**src/rtl/hdmi_rd_sched_if.sv**
```systemverilog
// rtl/hdmi_rd_sched_if.sv - burst read request/response bundle between scheduler and memory reader
interface hdmi_rd_sched_if;
    logic        rd_req;
    logic [27:0] rd_addr;
    logic [7:0]  rd_len;
    logic        rd_ack;
    logic        rd_done;

    modport master (
        output rd_req,
        output rd_addr,
        output rd_len,
        input  rd_ack,
        input  rd_done
    );

    modport slave (
        input  rd_req,
        input  rd_addr,
        input  rd_len,
        output rd_ack,
        output rd_done
    );
endinterface

```
**src/rtl/hdmi_rd_sched.sv**
```systemverilog
// rtl/hdmi_rd_sched.sv - frame buffer burst read scheduler feeding the HDMI line FIFO
module hdmi_rd_sched #(
    parameter logic [27:0] FB_BASE      = 28'h0000000,
    parameter int          LINE_STRIDE  = 8192,
    parameter int          H_ACT        = 1920,
    parameter int          V_ACT        = 1080,
    parameter int          PIX_PER_BEAT = 8,
    parameter int          BEAT_BYTES   = 32,
    parameter int          BURST_BEATS  = 16,
    parameter int          FIFO_DEPTH   = 512
) (
    input  logic                  clk,
    input  logic                  rst,
    input  logic                  sched_en,
    input  logic                  vs_in,
    input  logic                  de_in,
    input  logic [9:0]            fifo_wcnt,
    input  logic                  fifo_empty,
    output logic                  fifo_rst,
    hdmi_rd_sched_if.master       rd,
    output logic [10:0]           line_cnt,
    output logic [15:0]           frame_cnt,
    output logic                  underflow
);

    localparam int BURSTS = H_ACT / (BURST_BEATS * PIX_PER_BEAT);
    localparam int BIDX_W = (BURSTS > 1) ? $clog2(BURSTS) : 1;
    localparam logic [BIDX_W-1:0] LAST_BIDX  = BIDX_W'(BURSTS - 1);
    localparam logic [27:0]       BURST_STEP = 28'(BURST_BEATS * BEAT_BYTES);
    localparam logic [27:0]       STRIDE     = 28'(LINE_STRIDE);
    localparam logic [10:0]       LAST_LINE  = 11'(V_ACT - 1);

    typedef enum logic [2:0] {
        IDLE,
        INIT,
        WAIT_SPACE,
        REQ,
        WAIT_DATA,
        NEXT,
        DONE
    } state_t;

    state_t            state_q, state_d;
    logic              vs_prev_q, vs_prev_d;
    logic [BIDX_W-1:0] bidx_q, bidx_d;
    logic [10:0]       line_q, line_d;
    logic [15:0]       frame_q, frame_d;
    logic              underflow_q, underflow_d;
    logic              pending_q, pending_d;
    logic [27:0]       addr_q, addr_d;
    logic [27:0]       line_base_q, line_base_d;

    logic frame_start;
    logic space_ok;

    assign frame_start = vs_in & ~vs_prev_q;
    assign space_ok    = (32'(fifo_wcnt) + 32'(BURST_BEATS)) <= 32'(FIFO_DEPTH);

    always_ff @(posedge clk) begin
        if (rst) begin
            state_q     <= IDLE;
            vs_prev_q   <= 1'b0;
            bidx_q      <= '0;
            line_q      <= '0;
            frame_q     <= '0;
            underflow_q <= 1'b0;
            pending_q   <= 1'b0;
            addr_q      <= FB_BASE;
            line_base_q <= FB_BASE;
        end else begin
            state_q     <= state_d;
            vs_prev_q   <= vs_prev_d;
            bidx_q      <= bidx_d;
            line_q      <= line_d;
            frame_q     <= frame_d;
            underflow_q <= underflow_d;
            pending_q   <= pending_d;
            addr_q      <= addr_d;
            line_base_q <= line_base_d;
        end
    end

    always_comb begin
        state_d     = state_q;
        vs_prev_d   = vs_in;
        bidx_d      = bidx_q;
        line_d      = line_q;
        frame_d     = frame_q;
        underflow_d = underflow_q | (de_in & fifo_empty);
        pending_d   = pending_q;
        addr_d      = addr_q;
        line_base_d = line_base_q;

        case (state_q)
            IDLE, DONE: begin
                if (frame_start) state_d = INIT;
            end
            INIT: begin
                line_d      = '0;
                bidx_d      = '0;
                addr_d      = FB_BASE;
                line_base_d = FB_BASE;
                underflow_d = 1'b0;
                pending_d   = 1'b0;
                frame_d     = frame_q + 16'd1;
                state_d     = sched_en ? WAIT_SPACE : IDLE;
            end
            WAIT_SPACE: begin
                if (frame_start)   state_d = INIT;
                else if (space_ok) state_d = REQ;
            end
            REQ: begin
                // a new frame never aborts an issued request; restart after it drains
                if (frame_start) pending_d = 1'b1;
                if (rd.rd_ack)   state_d   = WAIT_DATA;
            end
            WAIT_DATA: begin
                if (frame_start) pending_d = 1'b1;
                if (rd.rd_done)  state_d   = (pending_q | frame_start) ? INIT : NEXT;
            end
            NEXT: begin
                if (frame_start) begin
                    state_d = INIT;
                end else if (bidx_q != LAST_BIDX) begin
                    bidx_d  = bidx_q + 1'b1;
                    addr_d  = addr_q + BURST_STEP;
                    state_d = WAIT_SPACE;
                end else begin
                    bidx_d      = '0;
                    line_d      = line_q + 11'd1;
                    line_base_d = line_base_q + STRIDE;
                    addr_d      = line_base_q + STRIDE;
                    state_d     = (line_q == LAST_LINE) ? DONE : WAIT_SPACE;
                end
            end
            default: state_d = IDLE;
        endcase
    end

    assign fifo_rst   = (state_q == INIT);
    assign rd.rd_req  = (state_q == REQ);
    assign rd.rd_addr = addr_q;
    assign rd.rd_len  = 8'(BURST_BEATS);
    assign line_cnt   = line_q;
    assign frame_cnt  = frame_q;
    assign underflow  = underflow_q;

endmodule

```
**src/flat_wrapper.sv**
```systemverilog
// flat-port wrapper written by rule: the top's interface ports become plain ports
module hdmi_rd_sched_flat 
#(
    parameter logic [27:0] FB_BASE      = 28'h0000000,
    parameter int          LINE_STRIDE  = 8192,
    parameter int          H_ACT        = 1920,
    parameter int          V_ACT        = 1080,
    parameter int          PIX_PER_BEAT = 8,
    parameter int          BEAT_BYTES   = 32,
    parameter int          BURST_BEATS  = 16,
    parameter int          FIFO_DEPTH   = 512
)
  (clk, rst, sched_en, vs_in, de_in, fifo_wcnt, fifo_empty, fifo_rst, line_cnt, frame_cnt, underflow, rd_rd_req, rd_rd_addr, rd_rd_len, rd_rd_ack, rd_rd_done);
  hdmi_rd_sched_if rd_i ();
  input  logic clk;
  input  logic rst;
  input  logic sched_en;
  input  logic vs_in;
  input  logic de_in;
  input  logic [9:0] fifo_wcnt;
  input  logic fifo_empty;
  output logic fifo_rst;
  output logic [10:0] line_cnt;
  output logic [15:0] frame_cnt;
  output logic underflow;
  output wire logic [$bits(rd_i.rd_req)-1:0] rd_rd_req;
  output wire logic [$bits(rd_i.rd_addr)-1:0] rd_rd_addr;
  output wire logic [$bits(rd_i.rd_len)-1:0] rd_rd_len;
  input wire logic [$bits(rd_i.rd_ack)-1:0] rd_rd_ack;
  input wire logic [$bits(rd_i.rd_done)-1:0] rd_rd_done;
  assign rd_rd_req = rd_i.rd_req;
  assign rd_rd_addr = rd_i.rd_addr;
  assign rd_rd_len = rd_i.rd_len;
  assign rd_i.rd_ack = rd_rd_ack;
  assign rd_i.rd_done = rd_rd_done;
  hdmi_rd_sched #(.FB_BASE(FB_BASE), .LINE_STRIDE(LINE_STRIDE), .H_ACT(H_ACT), .V_ACT(V_ACT), .PIX_PER_BEAT(PIX_PER_BEAT), .BEAT_BYTES(BEAT_BYTES), .BURST_BEATS(BURST_BEATS), .FIFO_DEPTH(FIFO_DEPTH)) u_core (.clk(clk), .rst(rst), .sched_en(sched_en), .vs_in(vs_in), .de_in(de_in), .fifo_wcnt(fifo_wcnt), .fifo_empty(fifo_empty), .fifo_rst(fifo_rst), .rd(rd_i), .line_cnt(line_cnt), .frame_cnt(frame_cnt), .underflow(underflow));
endmodule
```
**config.mk**
```make
export PLATFORM = sky130hd
export DESIGN_NAME = hdmi_rd_sched_flat
export DESIGN_NICKNAME = d
export VERILOG_FILES = /design/src/rtl/hdmi_rd_sched_if.sv /design/src/rtl/hdmi_rd_sched.sv /design/src/flat_wrapper.sv
export SDC_FILE = /design/constraint.sdc
export NUM_CORES = 1
export LEC_CHECK = 0
export ABC_AREA = 1
export BUFFER_PORTS_ARGS = -buffer_cell sky130_fd_sc_hd__buf_2
export CORE_MARGIN = 2
export CORE_UTILIZATION = 51
export CTS_CLUSTER_DIAMETER = 30
export DETAILED_ROUTE_END_ITERATION = 12
export GPL_TIMING_DRIVEN = 0
export PLACE_DENSITY = 0.75
export REMOVE_ABC_BUFFERS = 1
export SLEW_MARGIN = 30
export SYNTH_ARGS = -nofsm -noshare
export SYNTH_HDL_FRONTEND = slang
export SYNTH_SLANG_ARGS = --single-unit
```
**constraint.sdc**
```tcl
create_clock -name clk -period 2.1 [get_ports clk]
set_input_delay 0.105 -clock clk [delete_from_list [all_inputs] [get_ports clk]]
set_output_delay 0.105 -clock clk [all_outputs]
set_load 0.01 [all_outputs]
```
; ---- Word-level counts from Yosys, hierarchy flattened
; Cells that the tools add are included.
[word_totals]
ff_bits = 93
in_bits = 18
out_inout_bits = 66
wordCells = 71
[op_classes]
add_sub_neg = 6
n_lt_le_gt_ge = 1
eq_ne = 15
n_mux = 25
bitwise = 5
n_reduce_logical = 10
[ops]
columns = cell, n
row1 = $mux W28, 4
row2 = $pmux W28 S2, 2
row3 = $le A32 B10 Y1 const B, 1
row4 = $add A28 B10 Y28 const B, 1
row5 = $add A28 B14 Y28 const B, 1
row6 = $mux W3, 9
row7 = $mux W11, 2
row8 = $pmux W11 S2, 1
row9 = $pmux W3 S6, 1
row10 = $add A16 B1 Y16 const B, 1
row11 = $add A10 B5 Y11 const B, 1
row12 = $add A11 B1 Y11 const B, 1
row13 = $eq A11 B11 Y1 const B, 1
row14 = $eq A3 B3 Y1 const B, 3
row15 = $mux W4, 2
row16 = $pmux W4 S2, 1
row17 = $eq A3 B2 Y1 const B, 2
row18 = $ne A2 B1 Y1 const B, 3
row19 = $ne A2 B2 Y1 const B, 3
row20 = $reduce_or A2 Y1, 3
row21 = $add A4 B1 Y4 const B, 1
row22 = $ne A4 B4 Y1 const B, 1
row23 = $reduce_and A2 Y1, 2
row24 = $reduce_and A4 Y1, 1
row25 = other kinds (11), 14

; ---- Depth between registers and ports, before layout
; Gate-level depths: netlist of run 1.
[logic_depth]
word_depth = 6
mapped_depth = 13
depth_no_buf = 12

; ---- Worst setup path after synthesis of run 1
; No wires, ideal clock.
[synth_path]
kind = register to register
start = register u_core.bidx_q[0]
end = register u_core.addr_q[11], in the netlist u_core.rd.rd_addr[11]
setup_ns = 0.074
arrival_time_ns = 1.652
required_time_ns = 2.026
setup_slack_ns = 0.374
stages_incl_launch_ff = 12
synth_period_minus_slack_ns = 1.726
cell_sequence = dfxtp_1 > inv_1 > ha_1 > nand3_1 > clkinv_1 > nor2_1 > inv_1 > nand2_4 > buf_6 > buf_6 > nand3_1 > a31oi_1
[synth_via]
elab_chain_cells = 4
[synth_lines]
columns = item, line
row1 = start: declaration, hdmi_rd_sched.sv:45  ; logic [BIDX_W-1:0] bidx_q, bidx_d;
row2 = start signal: assignment, hdmi_rd_sched.sv:73  ; bidx_q <= bidx_d;
row3 = $ne A4 B4 Y1, hdmi_rd_sched.sv:124  ; end else if (bidx_q != LAST_BIDX) begin
row4 = $mux W28, hdmi_rd_sched.sv:124
row5 = $mux W28, hdmi_rd_sched.sv:122  ; if (frame_start) begin
row6 = $pmux W28 S2, hdmi_rd_sched.sv:94  ; case (state_q)
row7 = end signal: assignment, hdmi_rd_sched.sv:78  ; addr_q <= addr_d;
row8 = end: declaration, hdmi_rd_sched.sv:50  ; logic [27:0] addr_q, addr_d;
; Every way passes these cells. The select of a mux whose other input is x is not followed.
; A chain may end at the register's enable or synchronous reset.

; ---- Worst setup path after layout of run 1
[layout_path]
start = register u_core.bidx_q[0]
end = register u_core.line_base_q[22]
[layout_via]
elab_chain_cells = 3
[layout_lines]
columns = item, line
row1 = $ne A4 B4 Y1, hdmi_rd_sched.sv:124
row2 = $ne A2 B2 Y1 (no source line), -
row3 = $reduce_and A3 Y1 (no source line), -
row4 = end signal: assignment, hdmi_rd_sched.sv:79  ; line_base_q <= line_base_d;
row5 = end: declaration, hdmi_rd_sched.sv:51  ; logic [27:0] line_base_q, line_base_d;
; Every way passes these cells.

==> results.sh, run 1 <==
export IMPL_status="complete, no violations"
export IMPL_critPathKind="reg2reg"
export IMPL_critPathCaptureType="flip-flop"
export IMPL_fp_row_count=33
export IMPL_p_leak_nw=2.091
export IMPL_synth_warning_count=0
export IMPL_crit_path_start="u_core.bidx_q[0]$_SDFFE_PP0P_"
export IMPL_yosys_area_share_simple_pct=37.52
export IMPL_syn_inst=643
export IMPL_worstHoldStart="de_in"
export IMPL_die_x_microns=94.88
export IMPL_finalClockSkew_ns=0.009357
export IMPL_cts_tree="yes"
export IMPL_io_buffer_count=75
export IMPL_syn_area_per_cell_sq_um=6.550
export IMPL_first_pass_iters=5
export IMPL_required_ns=2.30
export IMPL_track_usage_pct=23.73
export IMPL_yosys_register_bits=72
export IMPL_synthDistinctLibCells=47
export IMPL_worst_setup_path_start_kind="flip-flop"
export IMPL_htreeDepth=3
export IMPL_synth_compound_area_share_pct=13.81
export IMPL_grt_max_degree=43
export IMPL_synthAdderAreaFrac_pct=1.783
export IMPL_wl_mm=10.34
export IMPL_via_per_inst=5.278
export IMPL_max_freq_mhz=511.5
export IMPL_p_per_area_nw_per_um2=834.5
export IMPL_synthesis_area_sq_um=4212
export IMPL_min_to="u_core.underflow$_SDFF_PP0_"
export IMPL_setup_viol=0
export IMPL_ioPinCount=84
export IMPL_ant_nets=0
export IMPL_dieArea_sq_um=9001
export IMPL_antenna_found_initial=0
export IMPL_cts_root_buf="clkbuf_8"
export IMPL_cp_arrival_ns=2.15
export IMPL_ys_seq_area_share_pct=34.22
export IMPL_synthFlopType="dfxtp_1"
export IMPL_synth_top_family_by_area="simple AND/OR/NAND/NOR gates"
export IMPL_hold_ws_ns=0.02243
export IMPL_relSlewSlack_pct=39.44
export IMPL_area_growth_pct=16.58
export IMPL_synth_largest_area_cell="dfxtp_1"
export IMPL_timing_rr_start="u_core.bidx_q[0]$_SDFFE_PP0P_"
export IMPL_crit_fanout=18
export IMPL_synth_xor_area_share_pct=1.040
export IMPL_drive_above_1_share_pct=18.38
export IMPL_vias=4344
export IMPL_rr_worst_depth=12
export IMPL_maxSlewViolCount=0
export IMPL_synth_edf_count=0
export IMPL_fill_cells=804
export IMPL_clkLatencyLatePin_ns=0.35
export IMPL_gp_congestion=0.8949
export IMPL_final_common_cell="nand2_1"
export IMPL_clock_path_buffers=2
export IMPL_initial_utilization_pct=52.04
export IMPL_core_sq_um=8093
export IMPL_dpl_hpwl_mm=7.239
export IMPL_drtIter0Drc=247
export IMPL_worstMarginPinSlew_ns=0.9085
export IMPL_synth_top_cell_area_share_pct=34.22
export IMPL_die_y_microns=94.88
export IMPL_grt_ovfl_total=0
export IMPL_hold_viol=0
export IMPL_grt_pass1_wl_mm=17.12
export IMPL_r2r_end="u_core.line_base_q[22]$_SDFFE_PP0P_"
export IMPL_cts_sinks=72
export IMPL_synthMuxAreaShare_pct=0
export IMPL_clk_pin_slew_ns=0.08
export IMPL_fin_crit_sh_pct=93.10
export IMPL_hp_class="in2reg"
export IMPL_drv_cap=0
export IMPL_num_antenna_cells=0
export IMPL_vdd_drop_max_uv=504.1
export IMPL_drc=0
export IMPL_rrSetupSlack_ns=0.14
export IMPL_synthArstFlopShare_pct=0
export IMPL_grt_pass1_vias=3990
export IMPL_nets=737
export IMPL_routedWlPerCell_microns=12.56
export IMPL_fin_crit_ns=1.955
export IMPL_cts_buffers_inserted=9
export IMPL_yosys_top_cells_area="dfxtp_1, nand2_1, a21oi_1"
export IMPL_fin_util_pct=60.67
export IMPL_min_delay_path_depth=3
export IMPL_layout_common_cells="nand2_1, buf_2, nor2_1"
[timing repair]
item                       CTS  global route
hold buffers                 2             0
buffers inserted             0             4
gates resized for setup      7             5
setup endpoints to repair   50            36
hold endpoints to repair     2             0
cloned                       1             2
pin swaps                    1             2
[through the flow]
step | setup TNS (ns) | power [mW] | area [sq um] | std cells | setup slack, ns
finish | 0 | 4.097 | 4910 | 823 | 0.1448
global placement | -28.87 | 2.620 | 4541 | 798 | -0.9418
CTS | 0 | 4.067 | 4850 | 817 | 0.01920
floorplan | -2.077 | 2.352 | 4034 | 618 | -0.1629
global route | -0.007517 | 4.322 | 4910 | 823 | -0.004019
detailed placement | -31.00 | 2.652 | 4541 | 798 | -0.9761
[logic make-up after synthesis]
group | after synthesis
AO/OA/AOI/OAI | 105
XOR/XNOR | 5
buffers and inverters | 106
AND/OR/NAND/NOR | 347
other | 2
flip-flops | 72
adder cells (fa/ha/maj) | 6
[metal layers]
| metal | routed length [microns] | global-route usage [%] | vias to the layer above | part of all wire [%] |
|---|---|---|---|---|
| li1 | - | - | 2222 | - |
| met1 | 4559 | 28.12 | 1994 | 44 |
| met2 | 5184 | 43.26 | 115 | 50 |
| met3 | 457 | 3.192 | 13 | 4.4 |
| met4 | 137 | 8.937 | 0 | 1.3 |
| met5 | 0 | 0 | - | 0 |
[power breakdown]
group          internal (mW)  leakage, nW  total, mW  switching [mW]
logic                  0.317         1.39       1.13           0.808
registers               1.49        0.583       1.62           0.134
clock network          0.791        0.119       1.35           0.557
total                   2.60         2.09       4.10            1.50
[how the worst max path moves through the flow]
stage,endpoint,depth (start not counted)
3_5_place_dp,u_core.line_base_q[22]$_SDFFE_PP0P_,12
5_1_grt,u_core.line_base_q[24]$_SDFFE_PP0P_,12
2_1_floorplan,u_core.line_base_q[17]$_SDFFE_PP0P_,11
3_3_place_gp,u_core.line_base_q[22]$_SDFFE_PP0P_,12
4_1_cts,u_core.line_base_q[22]$_SDFFE_PP0P_,12
6_report,u_core.line_base_q[22]$_SDFFE_PP0P_,12
[final cells by class]
cell class | count | area [sq um] | share of cell area (%)
clock buffers | 9 | 123.9 | 2.523
inverters | 75 | 301.5 | 6.142
multi-input cells | 473 | 2360 | 48.06
repair inverters | 1 | 5.005 | 0.1019
repair buffers | 81 | 425.4 | 8.665
clock inverters | 7 | 120.1 | 2.446
flip-flops and latches | 72 | 1443 | 29.38
well taps | 105 | 131.4 | 2.676
[synthesized netlist by cell type, types with 3 or more instances]
| master | n |
|---|---|
| o21ai_0 | 29 |
| nand3b_1 | 4 |
| dfxtp_1 | 72 |
| nor2_1 | 74 |
| nand3_1 | 50 |
| nand4_1 | 15 |
| ha_1 | 6 |
| nor3_1 | 15 |
| a21oi_1 | 60 |
| a2bb2oi_1 | 3 |
| buf_2 | 4 |
| inv_2 | 5 |
| nand2_1 | 164 |
| nand2_2 | 3 |
| clkbuf_1 | 8 |
| xor2_1 | 4 |
| inv_1 | 68 |
| buf_4 | 17 |
| nor3_2 | 3 |
[state kept, by name, summed over array words and instances (netlist names)]
name and count:
u_core.bidx_q 4, u_core.frame_cnt 16, u_core.line_base_q 15, u_core.line_cnt 11, u_core.pending_q 1, u_core.rd.rd_addr 20
u_core.state_q 3, u_core.underflow 1, u_core.vs_prev_q 1
[critical path, cell delays in order, from the launching register on]
cell and delay (ns):
dfxtp_1 0.37, inv_1 0.08, ha_1 0.23, nand3_4 0.16, clkinv_8 0.12, nor2_2 0.13, inv_2 0.09, nand2_8 0.15
inv_2 0.10, nand2_2 0.12, inv_2 0.10, nand3_1 0.08, a21oi_1 0.06
Note: power is estimated with default switching activity, not from simulation.
==> inputs of run 2 (changes only) <==
ABC_AREA = not set   (was 1)
CTS_CLUSTER_SIZE = 8   (was not set)
==> results.sh, run 2 <==
export IMPL_status="complete, no violations"
export IMPL_grt_pass1_vias=3350
export IMPL_grt_max_degree=44
export IMPL_first_pass_iters=5
export IMPL_drive_above_1_share_pct=23.63
export IMPL_vdd_drop_max_uv=361.4
export IMPL_ant_nets=0
export IMPL_hold_viol=0
export IMPL_track_usage_pct=22.51
export IMPL_io_buffer_count=75
export IMPL_routedWlPerCell_microns=14.78
export IMPL_fin_crit_sh_pct=94.26
export IMPL_largest_reg_flops=20
export IMPL_ys_seq_area_share_pct=36.11
export IMPL_tns_ns=0
export IMPL_fin_crit_ns=1.980
export IMPL_cts_sinks=72
export IMPL_nets=588
export IMPL_synth_largest_area_cell="dfxtp_1"
export IMPL_cp_arrival_ns=2.22
export IMPL_cts_tree="yes"
export IMPL_gp_congestion=0.8919
export IMPL_stdcell_count=669
export IMPL_maxSlewViolCount=0
export IMPL_antenna_found_initial=0
export IMPL_htreeDepth=3
export IMPL_grt_setup_unrepaired="true"
export IMPL_synthArstFlopShare_pct=0
export IMPL_dpl_hpwl_mm=6.725
export IMPL_grt_pass1_wl_mm=15.50
export IMPL_hp_class="in2reg"
export IMPL_synth_edf_count=0
export IMPL_core_sq_um=7647
export IMPL_crit_chain="nand4_2 -> nor4_2 -> mux2i_1 -> and4b_1 -> a221o_1"
export IMPL_clk_pin_slew_ns=0.07
export IMPL_drv_cap=0
export IMPL_syn_inst=494
export IMPL_fill_cells=691
export IMPL_worstMarginPinSlew_ns=0.8346
export IMPL_fp_row_count=32
export IMPL_synthesis_area_sq_um=3991
export IMPL_yosys_register_bits=72
export IMPL_critPathTopFamily="simple AND/OR/NAND/NOR gates"
export IMPL_final_common_cell="buf_2"
export IMPL_p_leak_nw=1.793
export IMPL_drtIter0Drc=274
export IMPL_cts_root_buf="clkbuf_8"
export IMPL_wl_mm=9.891
export IMPL_via_per_inst=5.771
export IMPL_clkLatencyLatePin_ns=0.35
export IMPL_cts_buffers_inserted=9
export IMPL_path_buf_inv=0
export IMPL_synthDistinctLibCells=67
export IMPL_synthFlopType="dfxtp_1"
export IMPL_ioPinCount=84
export IMPL_layout_common_cells="buf_2, dfxtp_1, nor2_1"
export IMPL_finalPower_mw=2.969
export IMPL_synth_warning_count=0
export IMPL_clock_path_buffers=2
export IMPL_synth_top_cell_area_share_pct=36.11
export IMPL_crit_slowest_cell="dfxtp_1"
export IMPL_critPathKind="reg2reg"
export IMPL_critPathCaptureType="flip-flop"
export IMPL_syn_area_per_cell_sq_um=8.080
export IMPL_area_growth_pct=17.21
export IMPL_relSlewSlack_pct=44.36
export IMPL_p_per_area_nw_per_um2=634.7
export IMPL_required_ns=2.34
export IMPL_vias=3861
export IMPL_critPathMaxStageDelay_ns=0.46
export IMPL_die_y_microns=92.47
export IMPL_grt_ovfl_total=0
export IMPL_setup_viol=0
export IMPL_drc=0
export IMPL_initial_utilization_pct=52.19
export IMPL_crit_fanout=6
export IMPL_dp_cells=642
export IMPL_worst_setup_path_start_kind="flip-flop"
export IMPL_yosys_top_cells_area="dfxtp_1, nor2_1, xnor2_1"
export IMPL_finalClockSkew_ns=0.009292
export IMPL_num_antenna_cells=0
export IMPL_max_freq_mhz=505.2
export IMPL_synth_commonest_cells="dfxtp_1, nor2_1, nand2_1"
export IMPL_yosysMostFrequentCell="dfxtp_1"
export IMPL_die_x_microns=92.47
export IMPL_dieArea_sq_um=8550
## run 2: cell types whose count changed after synthesis, moves of 7 or more
cell	change
mux2i_1	+7
nor4_1	+9
xor2_1	+11
nand2_1	-118
xnor2_1	+21
a21oi_1	-33
nor2_1	-12
inv_1	-58
nand3_1	-24
## run 2: worst paths after layout
check	startpoint	end	slack [ns]	cells after the start
worst min register to register	u_core.line_base_q[25]$_SDFFE_PP0P_	u_core.line_base_q[25]$_SDFFE_PP0P_	0.50	2
worst min-delay path	vs_in	u_core.vs_prev_q$_SDFF_PP0_	0.02	2
worst max-delay path	u_core.line_base_q[20]$_SDFFE_PP0P_	u_core.rd.rd_addr[24]$_SDFFE_PP0P_	0.12	5
worst max register to register	u_core.line_base_q[20]$_SDFFE_PP0P_	u_core.rd.rd_addr[24]$_SDFFE_PP0P_	0.12	5
## run 2: metal layers
layer | global-route usage (%) | share of wire [%] | vias to the layer above
met4 | 11.69 | 2.4 | 0
met3 | 4.150 | 4.3 | 22
met1 | 28.20 | 44 | 1850
li1 | - | - | 1888
met5 | 0 | 0 | -
met2 | 36.86 | 49 | 101
## run 2: logic make-up (layout without fill, tap and decap cells)
family / count (synthesis) / count (layout) / share of synthesized area (%)
other cells: 2 / 8 / 0.1882
xor+xnor: 37 / 37 / 8.119
buf+inv: 46 / 112 / 6.708
mux: 7 / 7 / 1.756
flops: 72 / 72 / 36.11
fa+ha+maj: 6 / 6 / 1.881
simple gates: 225 / 226 / 29.84
compound gates: 99 / 99 / 15.39
## run 2: power by group
part	internal [mW]	total, mW	switching, mW
clock network	0.532	1.04	0.507
registers	1.41	1.48	0.0771
logic	0.179	0.446	0.268
## run 2: cell type report
class	instances	area (sq um)	share of cell area, %
clock buffer	10	127.6	2.728
clock inverter	4	47.55	1.016
inverter	11	41.29	0.8826
multi-input combinational	383	2416	51.64
sequential	72	1448	30.94
tap	102	127.6	2.728
timing repair buffer	87	470.5	10.06
## run 2: repair_timing
item,CTS,global route
hold buffers,2,0
setup endpoints to repair,44,32
gates cloned,0,1
pin swaps,0,2
buffers inserted,3,7
hold endpoints to repair,1,0
gates resized for setup,11,14
## run 2: per-stage QoR
stage	setup slack, ns	util (%)	hold slack, ns	instance area [sq um]
after floorplan	-0.04302	-	0.1741	3787
after global placement	-0.8255	56.10	0.3354	4290
after detailed placement	-0.5775	56.20	0.3470	4298
after CTS	0.01318	59.73	0.005411	4568
after global routing	-0.03909	61.17	0.03258	4678
final	0.1204	61.17	0.01814	4678
==> inputs of run 3 (changes only) <==
CORE_MARGIN = not set   (was 2)
TNS_END_PERCENT = 50   (was not set)
==> results.sh, run 3 (same netlist as run 2, synthesis figures left out) <==
export IMPL_grt_setup_unrepaired="true"
export IMPL_drc=0
export IMPL_dieArea_sq_um=8184
export IMPL_cts_sinks=72
export IMPL_place_area_sq_um=4294
export IMPL_area_growth_pct=17.02
export IMPL_grt_pass1_vias=3377
export IMPL_fp_row_count=31
export IMPL_critPathCaptureType="flip-flop"
export IMPL_track_usage_pct=23.25
export IMPL_via_per_inst=5.771
export IMPL_layout_setup_ws_ns=0.08112
export IMPL_dp_cells=639
export IMPL_largest_reg_flops=20
export IMPL_cts_tree="yes"
export IMPL_fin_util_pct=63.05
export IMPL_first_pass_iters=5
export IMPL_initial_utilization_pct=53.88
export IMPL_final_common_cell="buf_2"
export IMPL_drtIter0Drc=236
export IMPL_relSlewSlack_pct=45.50
export IMPL_layout_common_cells="buf_2, dfxtp_1, nor2_1"
export IMPL_clk_pin_slew_ns=0.07
export IMPL_vdd_drop_max_uv=344.1
export IMPL_p_leak_nw=1.810
export IMPL_cts_buffers_inserted=9
export IMPL_num_antenna_cells=0
export IMPL_stdcell_count=663
export IMPL_cp_arrival_ns=2.25
export IMPL_routedWlPerCell_microns=14.70
export IMPL_hold_viol=0
export IMPL_final_area_sq_um=4671
export IMPL_drv_cap=0
export IMPL_core_sq_um=7408
export IMPL_grt_max_degree=44
export IMPL_hold_ws_ns=0.02605
export IMPL_io_buffer_count=75
export IMPL_fin_crit_sh_pct=96.14
export IMPL_finalPower_mw=2.925
export IMPL_gp_congestion=0.8262
export IMPL_drive_above_1_share_pct=23.05
export IMPL_nets=584
export IMPL_p_per_area_nw_per_um2=626.3
export IMPL_status="complete, no violations"
export IMPL_tns_ns=0
export IMPL_clkLatencyLatePin_ns=0.35
export IMPL_fin_crit_ns=2.019
export IMPL_htreeDepth=3
export IMPL_hp_class="in2reg"
export IMPL_grt_pass1_wl_mm=15.76
export IMPL_vias=3826
export IMPL_ioPinCount=84
export IMPL_finalClockSkew_ns=0.009188
export IMPL_grt_ovfl_total=0
export IMPL_dpl_hpwl_mm=6.519
export IMPL_required_ns=2.33
export IMPL_max_freq_mhz=495.3
export IMPL_die_y_microns=90.47
export IMPL_critPathKind="reg2reg"
export IMPL_worstMarginPinSlew_ns=0.8175
export IMPL_cts_root_buf="clkbuf_8"
export IMPL_antenna_found_initial=0
export IMPL_wl_mm=9.743
export IMPL_setup_viol=0
export IMPL_maxSlewViolCount=0
export IMPL_place_ws_ns=-0.5415
export IMPL_crit_fanout=6
export IMPL_clock_path_buffers=2
export IMPL_die_x_microns=90.47
export IMPL_worst_setup_path_start_kind="flip-flop"
export IMPL_ant_nets=0
## run 3: what timing repair did
| item | in CTS | in global routing |
|---|---|---|
| setup endpoints to repair | 41 | 22 |
| cloned | 0 | 1 |
| gates resized for setup | 15 | 12 |
| pin swaps | 1 | 5 |
| endpoints found under the hold margin | 1 | 0 |
| buffers inserted | 0 | 6 |
| hold buffers | 2 | 0 |
## run 3: worst paths after layout
check                                      start                                  to  slack (ns)  cells after the start
max reg2reg  u_core.line_base_q[20]$_SDFFE_PP0P_  u_core.rd.rd_addr[24]$_SDFFE_PP0P_        0.08                      5
min reg2reg   u_core.rd.rd_addr[23]$_SDFFE_PP0P_  u_core.rd.rd_addr[23]$_SDFFE_PP0P_        0.50                      2
min                                        vs_in         u_core.vs_prev_q$_SDFF_PP0_        0.03                      2
max          u_core.line_base_q[20]$_SDFFE_PP0P_  u_core.rd.rd_addr[24]$_SDFFE_PP0P_        0.08                      5
## run 3: critical path: stages, from the launching register on
cell	delay (ns)
dfxtp_1	0.45
nand4_2	0.28
nor4_4	0.34
mux2i_1	0.34
and4b_1	0.24
a221o_1	0.25
## run 3: report_power, final
group	internal, mW	total (mW)	switching, mW
clock network	0.484	0.995	0.511
registers	1.41	1.48	0.0773
logic	0.182	0.446	0.264
total	2.07	2.93	0.852
## run 3: cell type report
| class | instances | area (sq um) |
|---|---|---|
| Fill cell | 651 | 2738 |
| Multi-Input combinational cell | 383 | 2446 |
| Sequential cell | 72 | 1446 |
| Timing Repair Buffer | 83 | 440.4 |
| Clock buffer | 12 | 155.1 |
| Tap cell | 99 | 123.9 |
| Inverter | 11 | 41.29 |
| Clock inverter | 3 | 17.52 |
## run 3: routing by layer
metal / vias up / wire length [microns] / global-route usage [%]
met5: - / 0 / 0
met4: 0 / 60 / 8.602
met3: 4 / 493 / 4.798
met2: 124 / 4769 / 38.26
met1: 1825 / 4419 / 29.85
li1: 1873 / - / -
